### config.mk
export PLATFORM = sky130hd
export DESIGN_NAME = mem_port_arbiter
export DESIGN_NICKNAME = d
export VERILOG_FILES = /design/src/rtl/mem_port_arbiter.sv
export SDC_FILE = /design/constraint.sdc
export NUM_CORES = 1
export LEC_CHECK = 0
export CAP_MARGIN = 20
export CORE_AREA = 4 4 86 148
export DETAILED_ROUTE_END_ITERATION = 16
export DIE_AREA = 0 0 90 152
export GPL_ROUTABILITY_DRIVEN = 0
export MAX_ROUTING_LAYER = met4
export PLACE_DENSITY = 0.94
export SLEW_MARGIN = 20
export SYNTH_ARGS = -nofsm -noshare
export SYNTH_HDL_FRONTEND = slang
export SYNTH_SLANG_ARGS = --single-unit
export TNS_END_PERCENT = 1
### constraint.sdc
create_clock -name clk -period 4.5 [get_ports clk]
set_clock_uncertainty 0.1 [all_clocks]
set_input_delay 0.9 -clock clk [delete_from_list [all_inputs] [get_ports clk]]
set_output_delay 0.9 -clock clk [all_outputs]
set_load 0.02 [all_outputs]
### src/rtl/mem_port_arbiter.sv
// mem_port_arbiter: shares one memory port between fetch and data with data-first priority, starvation guard, fetch kill and response timeout.
module mem_port_arbiter #(
  parameter int AW = 32,
  parameter int DW = 32,
  parameter int STARVE_MAX = 4,
  parameter int TIMEOUT = 255
) (
  input  logic          clk,
  input  logic          rst,
  input  logic          ifetch_req,
  input  logic [AW-1:0] ifetch_addr,
  input  logic          ifetch_kill,
  output logic [DW-1:0] ifetch_rdata,
  output logic          ifetch_ready,
  input  logic          dmem_req,
  input  logic          dmem_we,
  input  logic [AW-1:0] dmem_addr,
  input  logic [DW-1:0] dmem_wdata,
  output logic [DW-1:0] dmem_rdata,
  output logic          dmem_ready,
  output logic          mem_req,
  output logic          mem_we,
  output logic [AW-1:0] mem_addr,
  output logic [DW-1:0] mem_wdata,
  input  logic          mem_rvalid,
  input  logic [DW-1:0] mem_rdata,
  output logic          err
);
  localparam int SW = $clog2(STARVE_MAX + 1);
  localparam int WW = $clog2(TIMEOUT + 1);
  localparam logic [SW-1:0] SMAX = SW'(STARVE_MAX);
  localparam logic [WW-1:0] TLAST = WW'(TIMEOUT - 1);
  typedef enum logic [1:0] {IDLE, ISSUE, WAIT, RESP} state_t;
  state_t state_q, state_d;
  logic owner_q, owner_d, kill_q, kill_d, err_q, err_d, we_q, we_d, fe, gnt_i;
  logic [SW-1:0] starve_q, starve_d;
  logic [WW-1:0] wait_q, wait_d;
  logic [DW-1:0] rdata_q, rdata_d, wdata_q, wdata_d;
  logic [AW-1:0] addr_q, addr_d;
  always_comb begin
    fe = ifetch_req & ~ifetch_kill;
    gnt_i = fe & (~dmem_req | starve_q == SMAX);
    state_d = state_q;
    owner_d = owner_q;
    kill_d = kill_q;
    starve_d = starve_q;
    wait_d = wait_q;
    rdata_d = rdata_q;
    err_d = err_q;
    addr_d = addr_q;
    we_d = we_q;
    wdata_d = wdata_q;
    case (state_q)
      IDLE: begin
        // an eligible fetch that loses can only lose to data below the limit, so +1 never overflows
        starve_d = (~fe | gnt_i) ? '0 : starve_q + 1'b1;
        if (gnt_i | dmem_req) begin
          state_d = ISSUE;
          owner_d = gnt_i;
          addr_d = gnt_i ? ifetch_addr : dmem_addr;
          we_d = ~gnt_i & dmem_we;
          wdata_d = gnt_i ? '0 : dmem_wdata;
        end
      end
      ISSUE: begin
        state_d = WAIT;
        wait_d = '0;
        kill_d = kill_q | (owner_q & ifetch_kill);
      end
      WAIT: begin
        kill_d = kill_q | (owner_q & ifetch_kill);
        if (mem_rvalid) begin
          rdata_d = mem_rdata;
          state_d = RESP;
        end else if (wait_q == TLAST) begin
          rdata_d = '0;
          err_d = 1'b1;
          state_d = RESP;
        end else wait_d = wait_q + 1'b1;
      end
      RESP: begin
        kill_d = 1'b0;
        state_d = IDLE;
      end
    endcase
  end
  always_ff @(posedge clk) begin
    if (rst) begin
      state_q <= IDLE;
      owner_q <= 1'b0;
      kill_q <= 1'b0;
      starve_q <= '0;
      wait_q <= '0;
      rdata_q <= '0;
      err_q <= 1'b0;
      addr_q <= '0;
      we_q <= 1'b0;
      wdata_q <= '0;
    end else begin
      state_q <= state_d;
      owner_q <= owner_d;
      kill_q <= kill_d;
      starve_q <= starve_d;
      wait_q <= wait_d;
      rdata_q <= rdata_d;
      err_q <= err_d;
      addr_q <= addr_d;
      we_q <= we_d;
      wdata_q <= wdata_d;
    end
  end
  assign mem_req = state_q == ISSUE;
  assign mem_we = we_q;
  assign mem_addr = addr_q;
  assign mem_wdata = wdata_q;
  assign ifetch_ready = state_q == RESP & owner_q & ~kill_q & ~ifetch_kill;
  assign dmem_ready = state_q == RESP & ~owner_q;
  assign ifetch_rdata = rdata_q;
  assign dmem_rdata = rdata_q;
  assign err = err_q;
endmodule

# Word-level counts from Yosys, hierarchy flattened
# Index checks and enable logic that the tools add are counted.
# totals
reg_bits	113
in_bits	135
output_inout_bits	133
wordCells	63
# op_classes
addsub	2
eq_ne	9
muxes	13
bitwise_logic	19
n_reduce_logical	10
# ops
operator	count
32-bit 2-to-1 mux	4
8-bit 2-to-1 mux	2
8-bit one-hot mux with 2 select lines	1
8-bit by 1-bit adder with 8-bit output (second input constant)	1
1-bit AND	8
8-bit == test (second input constant)	1
2-bit one-hot mux with 4 select lines	1
1-bit NOT	7
2-bit 2-to-1 mux	3
2-bit != test (second input constant)	3
2-bit AND reduction	3
3-bit AND reduction	2
2-bit nonzero test	3
2-bit == test (second input constant)	2
1-bit bitwise OR	4
3-bit by 1-bit adder with 3-bit output (second input constant)	1
3-bit == test (second input constant)	1
3-bit 2-to-1 mux	1
3-bit != test (second input constant)	1
2-bit by 1-bit == test with 1-bit output (second input constant)	1
2-bit logical NOT	1
1-bit one-hot mux with 2 select lines	1
2-bit OR reduction	1

# Depth between registers and ports, before layout
# depth
ltp_word	6
depth_mapped	8
ltp_nobuf	6

# Least setup slack after synthesis
# No wires, ideal clock.
# synth_timing
path_type	input to output
startpoint	in ifetch_kill
endpoint	out ifetch_ready
arrival_time_ns	1.602
required_ns	3.500
setup_slack_ns	1.898
path_stages	1
path_buffers	0
path_cell_list	nor4bb_1
# synth_via
elab_chain_len	2
# synth_lines
item	line	rtl
start, declared	12	input logic ifetch_kill,
1-bit NOT	116	assign ifetch_ready = state_q == RESP & owner_q & ~kill_q & ~ifetch_kill;
1-bit AND	116	
end, declared	14	output logic ifetch_ready,
# No other way between the ends.

# Worst setup path after layout
# Same ends and word-level chain as after synthesis.

==> impl_metrics.yaml <==
status:
  status: "complete, no violations"
sta:
  rsz0062_at_grt: "false"
  setup_tns_ns: 0
  drv_slew: 0
  worst_slew_pin_slew_ns: 0.941
  holdWs_ns: 0.390
  finalHoldViolations: 0
  fin_crit_sh_pct: 73.6
  setup_violations: 0
  fin_crit_ns: 3.31
  worst_slack_ns: 1.19
  slew_headroom_pct: 37.0
  fmax_mhz: 302
synth:
  synth-async-reset-ratio_pct: 0
  syn_inst: 471
  synth_seq_cells: 113
  syn_avg_cell_area_sq_um: 9.82
  synth_nets: 615
  ys_warn_count: 0
  syn-cell-area_sq_mm: 0.00462
  synth_edf_count: 0
  ys.flop_type: "dfxtp_1"
  synth.distinct_cells: 44
  yosysSeqAreaShare_pct: 48.9
clocking:
  clk_pin_slew_ns: 0.05
  clk_path_buf_depth: 2
  cts_setup_buffers: 0
  cts_root_buf: "clkbuf_16"
  numCtsBuffers: 17
  cts_tree: "built"
  h-tree-depth: 4
  cts_resized: 0
  cts_hold_buf: 0
  clk_latency_ns: 0.40
  cts.sinks: 113
global_route:
  antenna_found_initial: 0
  grt_pass1_vias: 5001
  overflow: 0
  grt_usage_pct: 22.7
  grt_start_max_net_pins: 65
  grt_pass1_wl_um: 24200
placed_design:
  dp_hpwl_um: 11600
  port_buffers: 267
  dp_cells: 812
  pre_cts_slack_ns: 1.21
  place_area_sq_mm: 0.00714
worst_setup_path:
  end_kind: "primary output"
  crit_fanout: 3
  required_ns: 3.50
  worstPathArrival_ns: 2.31
  crit_type: "primary input to primary output"
  critPathLaunchType: "primary input"
layout:
  diodes: 0
  syn_to_final_growth_pct: 68.4
  final_common_cell: "clkdlybuf4s50_1"
  fin_area_sq_mm: 0.00778
  layout_common_cells: "266 x clkdlybuf4s50_1, 113 x dfxtp_1, 44 x nor2_1"
  postLayoutCoreUtil_pct: 67.6
  final_cells: 844
  nets: 840
  drive_above_1_share_pct: 6.91
detailed_routing:
  viasPerCell: 5.40
  drtPass1Iterations: 4
  vias: 4558
  wl_per_cell_um: 18.2
  initialDrtViolationCount: 186
  ant_nets: 0
  drc: 0
  drt-total-wl_um: 15400
floorplanning:
  die_w_um: 90
  start_util_pct: 40.1
  dieArea_sq_mm: 0.0137
  row_count: 52
  coreArea_sq_mm: 0.0115
  io_pins: 268
  dieHeight_um: 152
worst_hold_path:
  hold_path_class: "flip-flop to flip-flop"
power:
  design_power_total_mw: 4.27
  powerDensity_mw_per_mm2: 548
  leakagePower_nw: 2.89
  vdd_drop_max_mv: 0.434
job:
  maxCapViolCount: 0
-- logic make-up after synthesis --
logic type	count (synthesis)	synth area share, %
and+or+nand+nor	75	7.63
AOI/OAI and AO/OA	161	23.9
buffers and inverters	77	9.34
DFF	113	48.9
xor gates and xnor gates	2	0.379
adders and majority gates	9	2.44
muxes	34	7.36
-- critical path, stage by stage --
cell,delay [ns]
clkdlybuf4s50_1,0.46
nor4bb_1,0.30
clkdlybuf4s50_1,0.66
-- cells in the mapped netlist, drive strengths merged (3+ instances only) --
library cell | instances | area share [%]
ha | 9 | 2.4
dfxtp | 113 | 49
a31o | 3 | 0.76
buf | 45 | 6.7
nor2b | 3 | 0.46
nor2 | 44 | 3.6
a31oi | 10 | 1.4
nand4 | 3 | 0.41
a22oi | 34 | 5.5
a211oi | 5 | 0.81
inv | 10 | 0.81
clkbuf | 22 | 1.8
nand2b | 4 | 0.54
nand2 | 9 | 0.73
and3 | 3 | 0.51
a22o | 33 | 6.3
o21ai | 32 | 3.5
a21oi | 33 | 3.7
mux2i | 34 | 7.4
-- power breakdown --
group / leakage [nW] / internal [mW] / switching, mW
Sequential: 0.924 / 1.20 / 0.119
Clock: 0.296 / 0.983 / 0.472
Combinational: 1.67 / 0.671 / 0.823
-- state kept, by name (all words and copies together), names as in the netlist --
signal / count
dmem_rdata: 32
mem_addr: 32
mem_wdata: 32
wait_q: 8
starve_q: 3
state_q: 2
err: 1
kill_q: 1
mem_we: 1
owner_q: 1
-- path summary, 6_finish.rpt --
kind	from	to	slack, ns	cells after the start
max	ifetch_kill	ifetch_ready	1.19	3
min	err	err	0.39	2
max reg2reg	starve_q[0]	mem_addr[2]	2.24	7
min reg2reg	err	err	0.39	2
-- layout make-up --
| class | instances | area (sq um) |
|---|---|---|
| clock inverters | 13 | 210 |
| flip-flops and latches | 113 | 2260 |
| clock buffers | 19 | 433 |
| fillers | 856 | 3730 |
| inverters | 10 | 37.5 |
| repair buffers | 273 | 2710 |
| well taps | 135 | 169 |
| multi-input cells | 281 | 1960 |
-- metal layers --
layer | vias up | part of all wire (%) | global-route usage (%)
li1 | 2124 | - | -
met2 | 270 | 51 | 40.0
met5 | - | 0 | -
met4 | 0 | 2.8 | 11.0
met1 | 2138 | 38 | 22.8
met3 | 26 | 8.0 | 6.73
Note: power is estimated with default switching activity, not from simulation.
